## src/rtl/lipsi_ctrl_if.sv

```systemverilog
// Control-side bundle of the Lipsi sequencer: memory addressing, ALU control,
// run enable and the data fed back from program memory and the accumulator.
interface lipsi_ctrl_if;
  logic       en;
  logic [7:0] instr;
  logic [7:0] acc_out;
  logic [7:0] pc;
  logic [7:0] dmem_addr;
  logic       dmem_we;
  logic [3:0] alu_ctrl;
  logic       opnd_sel;
  logic       acc_we;
  logic       halted;

  modport master (
    input  en, instr, acc_out,
    output pc, dmem_addr, dmem_we, alu_ctrl, opnd_sel, acc_we, halted
  );

  modport slave (
    output en, instr, acc_out,
    input  pc, dmem_addr, dmem_we, alu_ctrl, opnd_sel, acc_we, halted
  );
endinterface

```

## src/rtl/lipsi_ctrl.sv

```systemverilog
// Fetch/decode/execute sequencer for the Lipsi 8-bit accumulator machine.
// Owns PC and IR; control outputs are a combinational decode of state and opcode.
module lipsi_ctrl (
  input  logic         clk,
  input  logic         rst,
  lipsi_ctrl_if.master bus
);

  typedef enum logic [2:0] {FETCH, DECODE, OPND, EXEC, HALT} state_e;

  state_e     state_q;
  logic [7:0] pc_q, pc_d;
  logic [7:0] ir_q;
  logic [7:0] opByte;
  logic       isAluReg, isStore, isAluImm, isBranch, isShift, isHalt;
  logic       brTaken;

  // While in DECODE the opcode is still on the program-memory bus, not yet in ir.
  assign opByte   = (state_q == DECODE) ? bus.instr : ir_q;
  assign isAluReg = ~opByte[7];
  assign isStore  = (opByte[7:4] == 4'b1000);
  assign isAluImm = (opByte[7:4] == 4'b1100);
  assign isBranch = (opByte[7:4] == 4'b1101);
  assign isShift  = (opByte[7:4] == 4'b1110);
  assign isHalt   = (opByte == 8'hFF);

  always_comb begin
    brTaken = 1'b0;
    case (ir_q[1:0])
      2'b00:   brTaken = 1'b1;
      2'b10:   brTaken = (bus.acc_out == 8'h00);
      2'b11:   brTaken = (bus.acc_out != 8'h00);
      default: brTaken = 1'b0;
    endcase
  end

  always_comb begin
    pc_d = pc_q;
    case (state_q)
      DECODE: pc_d = pc_q + 8'd1;
      EXEC: begin
        if (isBranch && brTaken)
          pc_d = bus.instr;
        else if (isAluImm || isBranch)
          pc_d = pc_q + 8'd1;
      end
      default: ;
    endcase
  end

  always_ff @(posedge clk or posedge rst) begin
    if (rst) begin
      state_q <= FETCH;
      pc_q    <= 8'h00;
      ir_q    <= 8'h00;
    end else if (bus.en) begin
      pc_q <= pc_d;
      case (state_q)
        FETCH:  state_q <= DECODE;
        DECODE: begin
          ir_q <= bus.instr;
          if (isHalt)
            state_q <= HALT;
          else if (isAluReg || isShift)
            state_q <= EXEC;
          else if (isAluImm || isBranch)
            state_q <= OPND;
          else
            state_q <= FETCH;
        end
        OPND:    state_q <= EXEC;
        EXEC:    state_q <= FETCH;
        HALT:    state_q <= HALT;
        default: state_q <= FETCH;
      endcase
    end
  end

  // Write strobes are qualified by en so a stalled cycle never commits anything.
  always_comb begin
    bus.alu_ctrl  = 4'b0000;
    bus.opnd_sel  = 1'b0;
    bus.acc_we    = 1'b0;
    bus.dmem_we   = 1'b0;
    bus.dmem_addr = 8'h00;
    case (state_q)
      DECODE: begin
        if (isAluReg || isStore)
          bus.dmem_addr = {4'h0, opByte[3:0]};
        if (isStore)
          bus.dmem_we = bus.en;
      end
      EXEC: begin
        if (isAluReg) begin
          bus.alu_ctrl  = {1'b1, opByte[6:4]};
          bus.dmem_addr = {4'h0, opByte[3:0]};
          bus.acc_we    = bus.en;
        end else if (isAluImm) begin
          bus.alu_ctrl = {1'b1, opByte[2:0]};
          bus.opnd_sel = 1'b1;
          bus.acc_we   = bus.en;
        end else if (isShift) begin
          bus.alu_ctrl = {2'b01, opByte[1:0]};
          bus.acc_we   = bus.en;
        end
      end
      default: ;
    endcase
  end

  assign bus.pc     = pc_q;
  assign bus.halted = (state_q == HALT);

endmodule

```

## src/flat_wrapper.sv

```systemverilog
// flat-port wrapper written by rule: the top's interface ports become plain ports
module lipsi_ctrl_flat 
  (clk, rst, bus_en, bus_instr, bus_acc_out, bus_pc, bus_dmem_addr, bus_dmem_we, bus_alu_ctrl, bus_opnd_sel, bus_acc_we, bus_halted);
  lipsi_ctrl_if bus_i ();
  input  logic clk;
  input  logic rst;
  input wire logic [$bits(bus_i.en)-1:0] bus_en;
  input wire logic [$bits(bus_i.instr)-1:0] bus_instr;
  input wire logic [$bits(bus_i.acc_out)-1:0] bus_acc_out;
  output wire logic [$bits(bus_i.pc)-1:0] bus_pc;
  output wire logic [$bits(bus_i.dmem_addr)-1:0] bus_dmem_addr;
  output wire logic [$bits(bus_i.dmem_we)-1:0] bus_dmem_we;
  output wire logic [$bits(bus_i.alu_ctrl)-1:0] bus_alu_ctrl;
  output wire logic [$bits(bus_i.opnd_sel)-1:0] bus_opnd_sel;
  output wire logic [$bits(bus_i.acc_we)-1:0] bus_acc_we;
  output wire logic [$bits(bus_i.halted)-1:0] bus_halted;
  assign bus_i.en = bus_en;
  assign bus_i.instr = bus_instr;
  assign bus_i.acc_out = bus_acc_out;
  assign bus_pc = bus_i.pc;
  assign bus_dmem_addr = bus_i.dmem_addr;
  assign bus_dmem_we = bus_i.dmem_we;
  assign bus_alu_ctrl = bus_i.alu_ctrl;
  assign bus_opnd_sel = bus_i.opnd_sel;
  assign bus_acc_we = bus_i.acc_we;
  assign bus_halted = bus_i.halted;
  lipsi_ctrl u_core (.clk(clk), .rst(rst), .bus(bus_i));
endmodule
```

## config.mk

```make
export PLATFORM = sky130hd
export DESIGN_NAME = lipsi_ctrl_flat
export DESIGN_NICKNAME = d
export VERILOG_FILES = /design/src/rtl/lipsi_ctrl_if.sv /design/src/rtl/lipsi_ctrl.sv /design/src/flat_wrapper.sv
export SDC_FILE = /design/constraint.sdc
export NUM_CORES = 1
export LEC_CHECK = 0
export ABC_AREA = 1
export ABC_CLOCK_PERIOD_IN_PS = 4800
export CAP_MARGIN = 20
export CORE_MARGIN = 2
export CORE_UTILIZATION = 40
export DETAILED_ROUTE_END_ITERATION = 7
export GPL_ROUTABILITY_DRIVEN = 0
export PLACE_DENSITY_LB_ADDON = 0.1
export SLEW_MARGIN = 0
export SYNTH_ARGS = -nofsm -noshare
export SYNTH_HDL_FRONTEND = slang
export SYNTH_SLANG_ARGS = --single-unit
export TNS_END_PERCENT = 5
```

## constraint.sdc

```tcl
create_clock -name clk -period 4.8 [get_ports clk]
set_input_delay 0.96 -clock clk [delete_from_list [all_inputs] [get_ports clk]]
set_output_delay 0.96 -clock clk [all_outputs]
set_load 0.005 [all_outputs]
```

==> impl_results.md <==
* Reg2Reg Capture Point: u_core.bus.pc[6]
* Initial antenna violation count at 0
* Pint at 522 uW
* Top cells by area, synth: dfrtp_1 33%, nand2_1 14%, nand3_1 9.3%
* Die Height at 64.2 um
* Fill cells at 340
* DRC at 0
* FF-to-FF Start: u_core.state_q[1]
* Net Sw Power at 482 uW
* I/O Buffers at 38
* CTS Buf Count at 3
* Setup TNS at 0 ns
* Area grow syn2layout at 30.7%
* HP Class: flip-flop to flip-flop
* Fmax at 0.263 GHz
* Core area at 3420 um^2
* Worst-Skew Late Latency at 0.32 ns
* Status: completed
* Die span in x at 64.2 um
* Post-Route Skew at 0.0131 ns
* Die ar. at 4120 um^2
* Clock buffer depth at 2
* Seq/Total Area, Yosys at 32.8%
* Row Count at 21
* Max-slew headroom at 49.1%
* Synth area leader: dfrtp_1
* Lkg Pwr at 0.000901 uW
* Most frequent cells in the layout: 53 x nand2_1, 38 x clkdlybuf4s50_1, 28 x inv_1
* Synthesized cell area at 1450 um^2
* CTS tree: yes
* Final cell count without fillers at 299
* Ys Warns at 0
* Period utilization at 79.1%
* # diodes at 0
* CP Class: primary input to primary output
* R2R cell count at 10
* HPWL Detailed at 2820 um
* Worst-margin pin slew at 0.762 ns
* First-pass GRT wire length at 5980 um
* RSZ-0062 raised after global routing: false
* Worst Hold Path EP: u_core.ir_q[6]
* Placed Instances at 295
* Max Slew Vio Count at 0
* Hold path startpoint: u_core.ir_q[6]
* Largest net degree at the start of global routing at 20
* Mapped Cells at 213
* CTS resizes at 0
* Vias in the first global route at 1298
* Final min period at 3.80 ns
* Pwr dens at 530 nW/um^2
* 1st-pass router iterations at 4
* CP endpoint kind: primary output
* Hold depth at 2
* Setup bufs post-CTS at 0
* Mapped Avg Cell Area at 6.80 um^2
* I/O pin count at 43
* CTS root buf: clkbuf_4
* Max FO, Critical Path at 4
* Total design power at 1000 uW
* Netlist cell types at 32
* Max H-tree Level at 1
* Maximum vdd drop at 0.256 mV
* Clock Pin Slew Worst Setup and Hold Paths at 0.11 ns
* Net Sw Frac at 48.0%
* GRT Util Overall at 18.2%
* Fin. Hold Viols at 0
* Final setup viols at 0
* Drt via density at 4.84
* Ys async rst share at 100%
* Top cell type's share of synthesized area at 32.8%
* DR vias at 1446
* Total wire length at 3560 um
* Sink Count at 19
* CP Data Arrival Time at 2.84 ns
* # Max-Cap Violations at 0
* Combinational power share at 61.7%
* Grt ovf at 0
* Number of synthesized flops with an enable pin at 0
* Commonest non-fill, non-tap cell in the layout: nand2_1
* Clock Power Share at 8.9%
* Top FF cell, synth: dfrtp_1
* Final nets at 274
* Worst endpoint required time at 3.84 ns
* Antenna-violating nets left at 0
* Layout cells sized above 1 at 9.88%
* Reg2reg setup slack at 2.89 ns
* Post-DR wirelength/cell at 11.9 um
* Yosys reg bits at 19
* Initial core utilization at 42.4%
* 1st-iter DRT viols at 51
* Sequential power share at 29.4%
* # hold bufs at CTS at 0
* Critical path launch point type: primary input
-- state kept, by name, indices dropped and copies added, names as in the netlist --
name	count
u_core.ir_q	8
u_core.bus.pc	8
u_core.state_q	3
-- cell usage after synthesis, drive strengths merged (2+ instances only) --
master and count:
nand2 57, inv 36, nand3 29, nor2 21
dfrtp 19, o21ai 9, o21bai 8, buf 5
o22ai 5, a21oi 4, nand4 4, nor3 4
xor2 3, xnor2 2
-- layout make-up --
class	count	area, um^2	share of cell area, %
well taps	46	57.6	3.04
inverters	37	139	7.34
clock inverters	1	7.51	0.397
flip-flops and latches	19	475	25.1
multi-input cells	155	811	42.8
clock buffers	3	22.5	1.19
repair buffers	38	380	20.1
-- routing by layer --
metal / GRT usage [%] / share of wire [%] / vias up
li1: - / - / 760
met1: 26.2 / 50 / 646
met2: 27.2 / 42 / 38
met3: 5.46 / 6.8 / 2
met4: 2.93 / 0.48 / 0
met5: 0 / 0 / -
-- worst max-delay path: stages --
cell             delay [ns]
clkdlybuf4s50_1        0.45
nand4_2                0.11
nand2_2                0.10
a21oi_1                0.26
nand3_1                0.13
and3_1                 0.20
nor2_1                 0.10
clkdlybuf4s50_1        0.51
-- power groups by stage --
stage | combinational (uW) | clock, uW | sequential (uW)
finish | 619 | 89.2 | 295
global route | 700 | 102 | 308
CTS | 620 | 93.0 | 295
detailed placement | 617 | 0 | 299
global placement | 617 | 0 | 297
floorplan | 422 | 0 | 280
-- logic make-up (layout without fill, tap and decap cells) --
| group | after synthesis | count (layout) | synth area share (%) |
|---|---|---|---|
| AOI/OAI and AO/OA | 29 | 29 | 13.2 |
| xor gates and xnor gates | 5 | 5 | 3.02 |
| DFF | 19 | 19 | 32.8 |
| adders and majority gates | 1 | 1 | 0.863 |
| and+or+nand+nor | 116 | 116 | 37.8 |
| buffers and inverters | 42 | 79 | 12.0 |
| other | 1 | 4 | 0.259 |
-- worst max-delay path by stage --
stage / depth (start not counted) / start / slack (ns) / to
after detailed placement: 11 / bus_instr[7] / 1.02 / bus_dmem_addr[1]
after CTS: 11 / bus_instr[7] / 1.00 / bus_dmem_addr[1]
after global routing: 8 / bus_instr[4] / 0.86 / bus_dmem_addr[1]
after global placement: 8 / bus_instr[5] / 1.01 / bus_dmem_addr[1]
final: 8 / bus_instr[5] / 1.00 / bus_dmem_addr[1]
after floorplan: 9 / bus_instr[7] / 2.11 / bus_dmem_addr[0]
-- through the flow --
stage	cell area, um^2	utilization (%)	hold slack (ns)	setup WS (ns)
after floorplan	1460	-	0.453	2.11
after global placement	1860	54.5	0.470	1.01
after detailed placement	1860	54.5	0.485	1.02
after CTS	1890	55.4	0.512	1.00
after global routing	1890	55.4	0.536	0.860
final	1890	55.4	0.498	1.00
(Power assumes the default switching activity.)
